### config.mk
export PLATFORM = sky130hd
export DESIGN_NAME = dmem_req_ctrl
export DESIGN_NICKNAME = d
export VERILOG_FILES = /design/src/rtl/dmem_req_ctrl.sv
export SDC_FILE = /design/constraint.sdc
export NUM_CORES = 1
export LEC_CHECK = 0
export CAP_MARGIN = 10
export CORE_MARGIN = 10
export CORE_UTILIZATION = 30
export CTS_CLUSTER_DIAMETER = 100
export DETAILED_ROUTE_END_ITERATION = 16
export PLACE_DENSITY = 0.62
export SLEW_MARGIN = 20
export SYNTH_ARGS = -nofsm -noshare
export SYNTH_HDL_FRONTEND = slang
export SYNTH_SLANG_ARGS = --single-unit
export TNS_END_PERCENT = 1
### constraint.sdc
create_clock -name clk -period 2.1 [get_ports clk]
set_clock_uncertainty 0.2 [all_clocks]
set_input_delay 0.42 -clock clk [delete_from_list [all_inputs] [get_ports clk]]
set_output_delay 0.42 -clock clk [all_outputs]
set_load 0.05 [all_outputs]
### src/rtl/dmem_req_ctrl.sv
// rtl/dmem_req_ctrl.sv - data memory request controller between EX/MEM and the data memory
//
// Accepts one load/store from EX/MEM at a time, drives a single-cycle strobe to the
// data memory, waits for completion (memDone), error (memErr) or a WAIT-state timeout,
// then reports a one-cycle response. Counts cache hits and misses with saturation.
//
// Ports:
//   clk, rst                 clock (rising edge), asynchronous active-low reset
//   exValid/exMemRead/
//   exMemWrite/exAddr/
//   exWriteData              request from EX/MEM
//   memDataOut/memDone/
//   memStall/memCacheHit/
//   memErr                   status and read data from data memory
//   memAddr/memDataIn/
//   memRd/memWr              request to data memory
//   stallPipe                freeze upstream pipeline while an access is in flight
//   readData/respValid/
//   errOut                   response to MEM/WB
//   hitCount/missCount       saturating statistics counters
module dmem_req_ctrl #(
  parameter int TIMEOUT = 31
) (
  input  logic        clk,
  input  logic        rst,
  input  logic        exValid,
  input  logic        exMemRead,
  input  logic        exMemWrite,
  input  logic [15:0] exAddr,
  input  logic [15:0] exWriteData,
  input  logic [15:0] memDataOut,
  input  logic        memDone,
  input  logic        memStall,
  input  logic        memCacheHit,
  input  logic        memErr,
  output logic [15:0] memAddr,
  output logic [15:0] memDataIn,
  output logic        memRd,
  output logic        memWr,
  output logic        stallPipe,
  output logic [15:0] readData,
  output logic        respValid,
  output logic        errOut,
  output logic [15:0] hitCount,
  output logic [15:0] missCount
);

  localparam int CW = (TIMEOUT > 1) ? $clog2(TIMEOUT) : 1;

  typedef enum logic [1:0] {
    S_IDLE = 2'd0,
    S_REQ  = 2'd1,
    S_WAIT = 2'd2,
    S_RESP = 2'd3
  } state_e;

  state_e        state_q, state_d;
  logic [15:0]   addr_q, addr_d;
  logic [15:0]   wdata_q, wdata_d;
  logic          is_wr_q, is_wr_d;
  logic          err_q, err_d;
  logic [15:0]   rdata_q, rdata_d;
  logic [15:0]   hit_count_q, hit_count_d;
  logic [15:0]   miss_count_q, miss_count_d;
  logic [CW-1:0] wcnt_q, wcnt_d;

  logic accept;
  logic in_access;
  logic timeout;

  // Busy indication from memory carries no decision weight here.
  logic unused_mem_stall;
  assign unused_mem_stall = memStall;

  assign accept    = ((state_q == S_IDLE) || (state_q == S_RESP)) &&
                     exValid && (exMemRead || exMemWrite);
  assign in_access = (state_q == S_REQ) || (state_q == S_WAIT);
  // Counter starts at 0 on the first WAIT cycle, so TIMEOUT-1 marks the last allowed one.
  assign timeout   = (state_q == S_WAIT) && (wcnt_q == CW'(TIMEOUT - 1));

  // State and datapath registers
  always_ff @(posedge clk or negedge rst) begin
    if (!rst) begin
      state_q      <= S_IDLE;
      addr_q       <= '0;
      wdata_q      <= '0;
      is_wr_q      <= 1'b0;
      err_q        <= 1'b0;
      rdata_q      <= '0;
      hit_count_q  <= '0;
      miss_count_q <= '0;
      wcnt_q       <= '0;
    end else begin
      state_q      <= state_d;
      addr_q       <= addr_d;
      wdata_q      <= wdata_d;
      is_wr_q      <= is_wr_d;
      err_q        <= err_d;
      rdata_q      <= rdata_d;
      hit_count_q  <= hit_count_d;
      miss_count_q <= miss_count_d;
      wcnt_q       <= wcnt_d;
    end
  end

  // Next-state logic
  always_comb begin
    state_d = state_q;
    case (state_q)
      S_IDLE, S_RESP: begin
        if (accept) state_d = exAddr[0] ? S_RESP : S_REQ;
        else        state_d = S_IDLE;
      end
      S_REQ: begin
        if (memErr || memDone) state_d = S_RESP;
        else                   state_d = S_WAIT;
      end
      S_WAIT: begin
        if (memErr || memDone || timeout) state_d = S_RESP;
      end
      default: state_d = S_IDLE;
    endcase
  end

  // Datapath next-values
  always_comb begin
    addr_d       = addr_q;
    wdata_d      = wdata_q;
    is_wr_d      = is_wr_q;
    err_d        = err_q;
    rdata_d      = rdata_q;
    hit_count_d  = hit_count_q;
    miss_count_d = miss_count_q;
    wcnt_d       = wcnt_q;

    if (accept) begin
      addr_d  = exAddr;
      wdata_d = exWriteData;
      is_wr_d = exMemWrite;      // read+write together counts as a write
      err_d   = exAddr[0];
      if (exAddr[0]) rdata_d = '0;
    end

    if (state_q == S_REQ) wcnt_d = '0;
    else if (state_q == S_WAIT) wcnt_d = wcnt_q + CW'(1);

    if (in_access) begin
      if (memErr) begin
        err_d = 1'b1;
      end else if (memDone) begin
        err_d = 1'b0;
        if (!is_wr_q) rdata_d = memDataOut;
        // Only a completion in the REQ cycle can be a hit; anything that waited is a miss.
        if ((state_q == S_REQ) && memCacheHit) begin
          if (hit_count_q != 16'hFFFF) hit_count_d = hit_count_q + 16'd1;
        end else begin
          if (miss_count_q != 16'hFFFF) miss_count_d = miss_count_q + 16'd1;
        end
      end else if (timeout) begin
        err_d = 1'b1;
      end
    end
  end

  // Outputs
  always_comb begin
    memRd     = (state_q == S_REQ) && !is_wr_q;
    memWr     = (state_q == S_REQ) && is_wr_q;
    stallPipe = in_access;
    respValid = (state_q == S_RESP);
    errOut    = (state_q == S_RESP) && err_q;
    memAddr   = addr_q;
    memDataIn = wdata_q;
    readData  = rdata_q;
    hitCount  = hit_count_q;
    missCount = miss_count_q;
  end

endmodule

==> results.cfg <==
[placement]
gp_congestion = 0.816
hpwl_um = 8990
port-buffer-count = 140

[sta]
fin_tns_setup_ps = -18.1
hold_viol = 0
finalCritPeriodShare = 1.01
setup_viol = 1
tightest_slew_ps = 597
setup_slack_ps = -18.1
max_freq_ghz = 0.472
relSlewSlack = 0.598
finalCriticalPeriod_ps = 2120
whs_ps = 276
rsz0062_at_grt = yes
slew_violations = 0

[synth]
yosysTopAreaCell = dfrtp_1
synth_compound_area_frac = 0.108
async_flop_share = 1.00
synthSimpleGateAreaFrac = 0.227
yosysWarnings = 0
synth_xor_area_frac = 0.0520
syn_avg_cell_area_um2 = 10.7
ys_seq_area_frac = 0.551
synth_edf_count = 0
synthFlopType = dfrtp_1
synthTopCellsByArea = dfrtp_1, nand2_1, xor2_1, a22o_1, ha_1
syn_nets = 443
syn-cell-area_um2 = 4050
muxShareOfSynthArea = 0.0145
syn-instance-count = 379
synth-adder-area-share = 0.0217
synth_top_family_by_area = simple AND/OR/NAND/NOR gates
ys_ff_latch = 89
ys_types = 51
synth_top_area_frac = 0.551

[routing]
route.detailed.drc = 0
routed_wl_um = 11800
post_drt_wl_per_cell_um = 16.2
first_pass_iters = 4
num_vias = 3438
ant_nets = 0
first_iter_violations = 192
viasPerCell = 4.70

[global_route]
grtUsageTotal = 0.128
grt_max_degree = 45
grt_pass1_wl_um = 18800
grt_pass1_vias = 3488
antenna_found_initial = 0
grt-ovfl-total = 0

[setup_path]
worstPathRequired_ps = 1480
crit_start = state_q[1]
crit_path_start_kind = flop
worstPathMaxFanout = 3
cp.arrival_ps = 1500
endpoint = memRd
cp-end-kind = output pin
reg2reg_slack_ps = 80
r2r-start = state_q[0]
crit_type = reg2out
worstRegToRegCells = 7
r2r_end = missCount[11]

[floorplanning]
start_util = 0.305
core_area_um2 = 13200
die_h_um = 136
num_io_pins = 142
fp.dieW_um = 136
die_area_um2 = 18500
rows = 42

[cells_and_area]
n_fill_cell = 1279
utilization = 0.467
antennaDiodeCount = 0
nets = 614
syn_to_final_growth_pct = 52.8
final_layout_size_suffix_gt1_frac = 0.315

[power_and_ir_drop]
finalPower_uw = 9050
leakage_uw = 0.00305
p_per_area_nw_per_um2 = 1460
vdd_drop_max_mv = 0.749

[clock_tree]
clk_path_buf_depth = 2
cts_tree = done
numClockSinks = 89
numCtsBuffers = 9
clk_latency_ps = 340
htreeDepth = 3
root_buffer = clkbuf_16
path_clk_slew_ps = 60

[hold_path]
hp-class = reg2reg

[status]
status = complete, but fails checks
violations = setup timing

[run]
maxCapViolCount = 0
how the worst min path moves through the flow:
stage	depth (start not counted)	end	from	slack, ps
floorplan	0	err_q	rst	-80
global placement	1	readData[7]	rst	150
detailed placement	1	readData[1]	rst	150
CTS	2	memDataIn[9]	memDataIn[9]	280
global route	2	memDataIn[3]	memDataIn[3]	300
finish	2	memDataIn[9]	memDataIn[9]	280
layout by cell type (no fill, tap or decap), drive strengths merged, types with 2 or more instances in the layout:
cell type | synthesis | layout
buf | 5 | 118
a21oi | 7 | 7
ha | 7 | 7
xnor2 | 4 | 4
a2111oi | 3 | 3
inv | 12 | 12
nor3 | 5 | 5
nor2b | 4 | 4
nand4 | 7 | 7
o31ai | 2 | 2
o21ai | 8 | 8
nor3b | 2 | 2
a31oi | 6 | 6
a22o | 16 | 16
nor4b | 2 | 2
mux2 | 4 | 4
and3 | 4 | 4
clkdlybuf4s50 | 0 | 54
nor2 | 9 | 9
nor4 | 7 | 7
nand3 | 14 | 14
xor2 | 20 | 20
clkbuf | 8 | 15
dfrtp | 89 | 89
and2 | 5 | 5
nand2 | 107 | 107
nand4b | 3 | 3
a211oi | 9 | 9
sequential cells by signal (all words and copies together) (netlist names):
name and cells:
memAddr 16, wcnt_q 5, state_q 2, memDataIn 16, readData 16, is_wr_q 1, hitCount 16, missCount 16
err_q 1
logic make-up (layout without fill, tap and decap cells):
kind of cell	Yosys count	in the layout
buffers and inverters	25	201
adders and majority gates	7	7
xor gates and xnor gates	24	24
DFF	89	89
muxes	5	5
AOI/OAI and AO/OA	57	57
and+or+nand+nor	172	172
through the flow:
stage | cell area, um^2 | cells | setup WS (ps)
after floorplan | 4060 | 379 | -64.6
after CTS | 6070 | 728 | -46.5
after global routing | 6180 | 731 | -72.2
final | 6180 | 731 | -18.1
after global placement | 5690 | 709 | -214
after detailed placement | 5690 | 709 | -292
critical path, cell delays in order, from the launching register on:
cell	delay, ps
dfrtp_1	420
buf_6	140
inv_4	40
ha_4	150
buf_6	110
nor2b_4	150
buf_12	140
area by class of cell:
type | instances | area [um^2] | area share
clock buffers | 15 | 288 | 0.0466
clock inverters | 1 | 7.51 | 0.00121
inverters | 12 | 47.5 | 0.00769
multi-input cells | 265 | 1860 | 0.300
flip-flops and latches | 89 | 2230 | 0.361
well taps | 176 | 220 | 0.0356
repair buffers | 173 | 1530 | 0.248
Yosys cell counts (6+ instances only):
master	n
xor2_1	20
ha_1	7
dfrtp_1	89
a22o_1	16
o21ai_0	8
a31oi_1	6
nand2_1	106
a211oi_1	9
nand3_1	12
clkbuf_1	8
nor2_1	8
inv_1	11
power by group:
group	switching, uW	total [uW]	internal [uW]	leakage (uW)
sequential	415	2690	2270	0.00114
clock	643	1580	933	0.000142
combinational	3140	4780	1640	0.00177
total	4200	9050	4850	0.00305
metal layers:
metal / vias to the layer above / track usage / share of wire
li1: 1651 / - / -
met1: 1681 / 0.152 / 0.41
met2: 91 / 0.212 / 0.50
met3: 15 / 0.0351 / 0.068
met4: 0 / 0.0515 / 0.018
met5: - / 0 / 0
repair_timing:
item | CTS | global route
setup endpoints to repair | 27 | 68
endpoints found under the hold margin | 23 | 0
gates cloned | 0 | 0
gates resized for setup | 13 | 16
pin swaps | 3 | 8
buffers inserted | 2 | 3
hold buffers | 1 | 0
Note: power is estimated with default switching activity, not from simulation.
